[src/rtl/ahb_loader_master.sv]
// Command-driven AHB-style loader: word bursts in and out of memory plus CPU run/halt control.
// Optional macro AHB_LOADER_TIMEOUT_EN adds a 256-cycle ahb_ready watchdog.
module ahb_loader_master #(
  parameter logic [31:0] CPU_RSTN_ADDR = 32'h4000_8004,
  parameter int unsigned MAX_LEN       = 2048
) (
  input  logic        clk,
  input  logic        rstn,
  input  logic        cmd_valid,
  output logic        cmd_ready,
  input  logic [1:0]  cmd_op,
  input  logic [31:0] cmd_addr,
  input  logic [11:0] cmd_len,
  input  logic        wr_valid,
  output logic        wr_ready,
  input  logic [31:0] wr_data,
  output logic        rd_valid,
  input  logic        rd_ready,
  output logic [31:0] rd_data,
  output logic        ahb_we,
  output logic [31:0] ahb_addr,
  output logic [31:0] ahb_write_data,
  input  logic        ahb_ready,
  input  logic        ahb_resp,
  input  logic [31:0] ahb_read_data,
  output logic        busy,
  output logic        err
);

  localparam int unsigned AW = 32;
  localparam int unsigned DW = 32;
  localparam int unsigned LW = 12;

  localparam logic [1:0] OP_WRITE = 2'd0;
  localparam logic [1:0] OP_READ  = 2'd1;
  localparam logic [1:0] OP_RUN   = 2'd2;

  typedef enum logic [2:0] {
    IDLE, WR_WAIT, WR_BEAT, RD_ADDR, RD_DATA, RD_PUSH, CTRL
  } state_e;

  state_e          state_q, state_d;
  logic [AW-1:0]   addr_q, addr_d;
  logic [LW-1:0]   cnt_q, cnt_d;
  logic [1:0]      op_q, op_d;
  logic            err_q, err_d;
  logic            cmd_ready_q, cmd_ready_d;
  logic            busy_q, busy_d;
  logic            wr_ready_q, wr_ready_d;
  logic            rd_valid_q, rd_valid_d;
  logic [DW-1:0]   rd_data_q, rd_data_d;
  logic            ahb_we_q, ahb_we_d;
  logic [AW-1:0]   ahb_addr_q, ahb_addr_d;
  logic [DW-1:0]   ahb_write_data_q, ahb_write_data_d;

`ifdef AHB_LOADER_TIMEOUT_EN
  localparam int unsigned TW = 8;
  logic [TW-1:0]   tmo_q, tmo_d;
  logic            beat_st;
`endif

  // Next-state, datapath and registered-output decode
  always_comb begin
    state_d          = state_q;
    addr_d           = addr_q;
    cnt_d            = cnt_q;
    op_d             = op_q;
    err_d            = err_q;
    rd_data_d        = rd_data_q;
    ahb_write_data_d = ahb_write_data_q;
    ahb_addr_d       = ahb_addr_q;

    unique case (state_q)
      IDLE: begin
        if (cmd_valid && cmd_ready_q) begin
          addr_d = cmd_addr & ~AW'(3);
          cnt_d  = cmd_len;
          op_d   = cmd_op;
          err_d  = 1'b0;
          if (cmd_op == OP_WRITE || cmd_op == OP_READ) begin
            if (cmd_len == '0) begin
              state_d = IDLE;
            end else if (32'(cmd_len) > MAX_LEN) begin
              err_d = 1'b1;
            end else begin
              state_d = (cmd_op == OP_WRITE) ? WR_WAIT : RD_ADDR;
            end
          end else begin
            state_d = CTRL;
          end
        end
      end
      WR_WAIT: begin
        if (wr_valid) begin
          ahb_write_data_d = wr_data;
          state_d          = WR_BEAT;
        end
      end
      WR_BEAT: begin
        if (ahb_ready) begin
          if (ahb_resp) begin
            err_d   = 1'b1;
            state_d = IDLE;
          end else begin
            addr_d  = addr_q + AW'(4);
            cnt_d   = cnt_q - LW'(1);
            state_d = (cnt_q == LW'(1)) ? IDLE : WR_WAIT;
          end
        end
      end
      RD_ADDR: state_d = RD_DATA;
      RD_DATA: begin
        if (ahb_ready) begin
          if (ahb_resp) begin
            err_d   = 1'b1;
            state_d = IDLE;
          end else begin
            rd_data_d = ahb_read_data;
            state_d   = RD_PUSH;
          end
        end
      end
      RD_PUSH: begin
        if (rd_ready) begin
          addr_d  = addr_q + AW'(4);
          cnt_d   = cnt_q - LW'(1);
          state_d = (cnt_q == LW'(1)) ? IDLE : RD_ADDR;
        end
      end
      CTRL: begin
        if (ahb_ready) begin
          if (ahb_resp) err_d = 1'b1;
          state_d = IDLE;
        end
      end
      default: state_d = IDLE;
    endcase

`ifdef AHB_LOADER_TIMEOUT_EN
    // Watchdog on consecutive not-ready cycles of a bus beat
    beat_st = (state_q == WR_BEAT) || (state_q == RD_DATA) || (state_q == CTRL);
    tmo_d   = '0;
    if (beat_st && !ahb_ready) begin
      tmo_d = tmo_q + TW'(1);
      if (tmo_q == {TW{1'b1}}) begin
        err_d   = 1'b1;
        state_d = IDLE;
        tmo_d   = '0;
      end
    end
`endif

    cmd_ready_d = (state_d == IDLE);
    busy_d      = (state_d != IDLE);
    wr_ready_d  = (state_d == WR_WAIT);
    rd_valid_d  = (state_d == RD_PUSH);
    ahb_we_d    = (state_d == WR_BEAT) || (state_d == CTRL);

    // Bus address/data only move when a new beat is presented; IDLE holds them
    if (state_d == WR_BEAT || state_d == RD_ADDR) begin
      ahb_addr_d = addr_d;
    end else if (state_d == CTRL) begin
      ahb_addr_d       = CPU_RSTN_ADDR;
      ahb_write_data_d = DW'(op_d == OP_RUN);
    end
  end

  always_ff @(posedge clk or negedge rstn) begin
    if (!rstn) begin
      state_q          <= IDLE;
      addr_q           <= '0;
      cnt_q            <= '0;
      op_q             <= '0;
      err_q            <= 1'b0;
      cmd_ready_q      <= 1'b0;
      busy_q           <= 1'b0;
      wr_ready_q       <= 1'b0;
      rd_valid_q       <= 1'b0;
      rd_data_q        <= '0;
      ahb_we_q         <= 1'b0;
      ahb_addr_q       <= '0;
      ahb_write_data_q <= '0;
`ifdef AHB_LOADER_TIMEOUT_EN
      tmo_q            <= '0;
`endif
    end else begin
      state_q          <= state_d;
      addr_q           <= addr_d;
      cnt_q            <= cnt_d;
      op_q             <= op_d;
      err_q            <= err_d;
      cmd_ready_q      <= cmd_ready_d;
      busy_q           <= busy_d;
      wr_ready_q       <= wr_ready_d;
      rd_valid_q       <= rd_valid_d;
      rd_data_q        <= rd_data_d;
      ahb_we_q         <= ahb_we_d;
      ahb_addr_q       <= ahb_addr_d;
      ahb_write_data_q <= ahb_write_data_d;
`ifdef AHB_LOADER_TIMEOUT_EN
      tmo_q            <= tmo_d;
`endif
    end
  end

  assign cmd_ready      = cmd_ready_q;
  assign busy           = busy_q;
  assign err            = err_q;
  assign wr_ready       = wr_ready_q;
  assign rd_valid       = rd_valid_q;
  assign rd_data        = rd_data_q;
  assign ahb_we         = ahb_we_q;
  assign ahb_addr       = ahb_addr_q;
  assign ahb_write_data = ahb_write_data_q;

endmodule
[config.mk]
export PLATFORM = sky130hd
export DESIGN_NAME = ahb_loader_master
export DESIGN_NICKNAME = d
export VERILOG_FILES = /design/src/rtl/ahb_loader_master.sv
export SDC_FILE = /design/constraint.sdc
export NUM_CORES = 1
export LEC_CHECK = 0
export ABC_AREA = 1
export CELL_PAD_IN_SITES_DETAIL_PLACEMENT = 0
export CELL_PAD_IN_SITES_GLOBAL_PLACEMENT = 1
export CORE_ASPECT_RATIO = 0.8
export CORE_MARGIN = 3
export CORE_UTILIZATION = 31
export CTS_CLUSTER_SIZE = 14
export DETAILED_ROUTE_END_ITERATION = 10
export GPL_TIMING_DRIVEN = 0
export PLACE_DENSITY_LB_ADDON = 0.05
export SYNTH_ARGS = -nofsm -noshare
export SYNTH_HDL_FRONTEND = slang
export SYNTH_SLANG_ARGS = --single-unit
[constraint.sdc]
create_clock -name clk -period 1.9 [get_ports clk]
set_clock_uncertainty 0.2 [all_clocks]
set_input_delay 0.38 -clock clk [delete_from_list [all_inputs] [get_ports clk]]
set_output_delay 0.38 -clock clk [all_outputs]
set_load 0.005 [all_outputs]
==> impl_metrics.ini <==
[synth]
synth.distinct_cells = 44
synthesis.instances = 994
synthArstFlopShare = 1.000
ys_ff_latch = 151
synth.avg_cell_area_sq_um = 7.676
synth-edff-count = 0
syn_area_sq_um = 7630
yosysTopAreaCell = dfrtp_1
synth_top_area_frac = 0.4952
yosys_warnings = 0
synthTopCellsByArea = dfrtp_1, nand2_1, nor2_1, a21oi_1, nand3_1
ys_seq_area_frac = 0.4952
synthFlopType = dfrtp_1
syn_nets = 1114

[routing]
drc = 0
ant_nets = 0
totalWireLength_um = 27960
drt_iter0_drc = 416
dr.pass1.iters = 7
vias = 7869
vias_per_cell = 4.760
wire_per_inst_um = 16.91

[setup_path]
required_ns = 2.01
worst_setup_path_start_kind = register
end_kind = register
cp_max_fo = 6
path_class = reg -> reg
worst_ep_arrival_time_ns = 2.17

[clock_tree]
cts_tree = done
cts_buffer_depth = 2
clk_latency_ns = 0.43
cts_num_sinks = 151
cts_made_buffers = 17
clk_pin_slew_ns = 0.06
cts-root-buf = clkbuf_16
htree_levels = 4

[floorplan]
die_y_um = 146.3
dieWidth_um = 181.4
core_sq_um = 23770
die-area_sq_um = 26540
initial_core_util = 0.3209
placementRows = 50
io_pins = 219

[global_routing]
antenna_found_initial = 1
grt_pass1_wl_um = 42300
grt_max_degree = 78
gr-total-overflow = 0
grt_pass1_vias = 7584
track_usage = 0.2022

[sta]
timing.final.crit_share = 1.085
fin_ws_ns = -0.1614
finalMaxSlewViolations = 0
fmax_ghz = 0.4851
min_period_ns = 2.061
hold_viol = 0
finalSetupViolCount = 55
timing.slew.headroom = 0.5792
rsz0062_at_grt = yes
tightest_slew_ns = 0.6312

[power]
power.density_nw_per_um2 = 1578
power.leakage_nw = 6.793
max-vdd-ir-drop_v = 0.0008113

[place]
gp_congestion = 0.8429
place_worst_setup_slack_ns = -0.8998
numPortBuffers = 216
dp_hpwl_um = 18750
post-place-cells = 1523

[worst_hold_path]
hold_path_class = in -> reg

[cells_and_area]
layout.cells.non_filler = 1653
drive_above_1_share = 0.3000
nFillCells = 2237
final_cell_mix = nand2_1, dfrtp_1, clkdlybuf4s50_1, buf_4, nor2_1
nNetsFinal = 1447
syn2layout_area_growth_pct = 72.24
final_common_cell = nand2_1

[run]
max-cap-violations = 0

[run_status]
violations = negative setup slack
status = complete, but fails checks
cell usage after synthesis, types with 4 or more instances:
cell,count
xor2_1,4
nand2_4,4
a31oi_1,7
o21ai_0,26
nor2_1,94
nand4_1,5
nor2_2,10
a21oi_1,59
inv_2,12
inv_1,55
dfrtp_1,151
o21ai_1,17
buf_2,9
clkbuf_1,9
nand3_2,5
buf_4,4
nor2_4,4
a22oi_1,9
nand3_1,43
nor3_1,14
nand2_1,408
buf_6,9
timing repair:
| action | in CTS | in global routing |
|---|---|---|
| buffers inserted | 59 | 25 |
| hold buffers | 1 | 0 |
| pin swaps | 37 | 49 |
| endpoints found under the setup margin | 154 | 191 |
| gates cloned | 8 | 8 |
| hold endpoints to repair | 76 | 0 |
| resized for setup | 202 | 267 |
worst max-delay path, cell delays in order (launching register included):
cell and delay, ns:
dfrtp_2 0.46, nor2_4 0.15, nand2_4 0.10, buf_12 0.14, nor2_4 0.12, inv_2 0.06, nand3_4 0.16, inv_8 0.07
buf_12 0.16, buf_8 0.14, o211ai_1 0.08, o21ai_1 0.10
layout make-up:
| type | count | area (sq um) | area share |
|---|---|---|---|
| Antenna cell | 1 | 2.502 | 0.0001904 |
| Timing Repair Buffer | 312 | 3313 | 0.2521 |
| Timing Repair inverter | 2 | 25.02 | 0.001904 |
| Tap cell | 312 | 390.4 | 0.02971 |
| Buffer | 35 | 417.9 | 0.03180 |
| Multi-Input combinational cell | 738 | 4283 | 0.3259 |
| Clock buffer | 21 | 440.4 | 0.03351 |
| Clock inverter | 11 | 148.9 | 0.01133 |
| Inverter | 70 | 332.8 | 0.02533 |
| Sequential cell | 151 | 3787 | 0.2882 |
logic make-up (layout without fill, tap and decap cells):
group           Yosys count  count (layout)  share of synthesized area
simple gates            599             599                     0.3309
flops                   151             151                     0.4952
compound gates          131             131                    0.09560
buf+inv                 105             451                    0.06740
xor+xnor                  4               4                   0.004591
fa+ha+maj                 3               3                   0.004920
mux                       1               1                   0.001312
other cells               0               1                          0
metrics by stage:
| stage | cell area [sq um] | total power [W] | hold slack, ns | TNS [ns] | util |
|---|---|---|---|---|---|
| 2_1_floorplan | 7630 | 0.009561 | -0.1156 | 0 | - |
| 3_3_place_gp | 10180 | 0.01335 | 0.2406 | -1083.53 | 0.4283 |
| 3_5_place_dp | 10210 | 0.01340 | 0.2295 | -95.14 | 0.4297 |
| 4_1_cts | 11990 | 0.01951 | 0.2225 | -3.295 | 0.5043 |
| 5_1_grt | 13140 | 0.02212 | 0.2498 | -12.67 | 0.5528 |
| 6_report | 13140 | 0.02073 | 0.2337 | -4.636 | 0.5528 |
sequential cells by signal, summed over array words and instances, names as in the netlist:
signal	cells
state_q	3
wr_ready	1
ahb_addr	32
err	1
busy	1
op_q	2
ahb_we	1
cnt_q	12
ahb_write_data	32
addr_q	32
rd_data	32
rd_valid	1
cmd_ready	1
final timing paths:
check                                startpoint                  endpoint  slack (ns)  cells after the start
max reg2reg                state_q[2]$_DFF_PN0_      cnt_q[1]$_DFFE_PN0P_       -0.16                     11
max                        state_q[2]$_DFF_PN0_      cnt_q[1]$_DFFE_PN0P_       -0.16                     11
min                                  cmd_len[6]      cnt_q[6]$_DFFE_PN0P_        0.23                      3
min in group asynchronous                  rstn  ahb_addr[13]$_DFFE_PN0P_        0.34                      2
max in group asynchronous                  rstn      state_q[0]$_DFF_PN0_        0.32                      3
min reg2reg                 addr_q[1]$_DFF_PN0_       addr_q[1]$_DFF_PN0_        0.26                      2
routing by layer:
layer,global-route usage,wire (um),part of all wire,up-vias
met4,0.06091,464,0.017,0
met5,0,0,0,-
met2,0.3031,12460,0.45,194
met3,0.04757,1632,0.058,26
li1,-,-,-,3868
met1,0.2904,13400,0.48,3781
report_power, final:
group          internal, W  switching [W]  total [W]  leakage [nW]
clock              0.00207        0.00142    0.00349         0.278
sequential         0.00464        0.00101    0.00565          1.93
combinational      0.00575        0.00584     0.0116          4.58
Note: power is estimated with default switching activity, not from simulation.
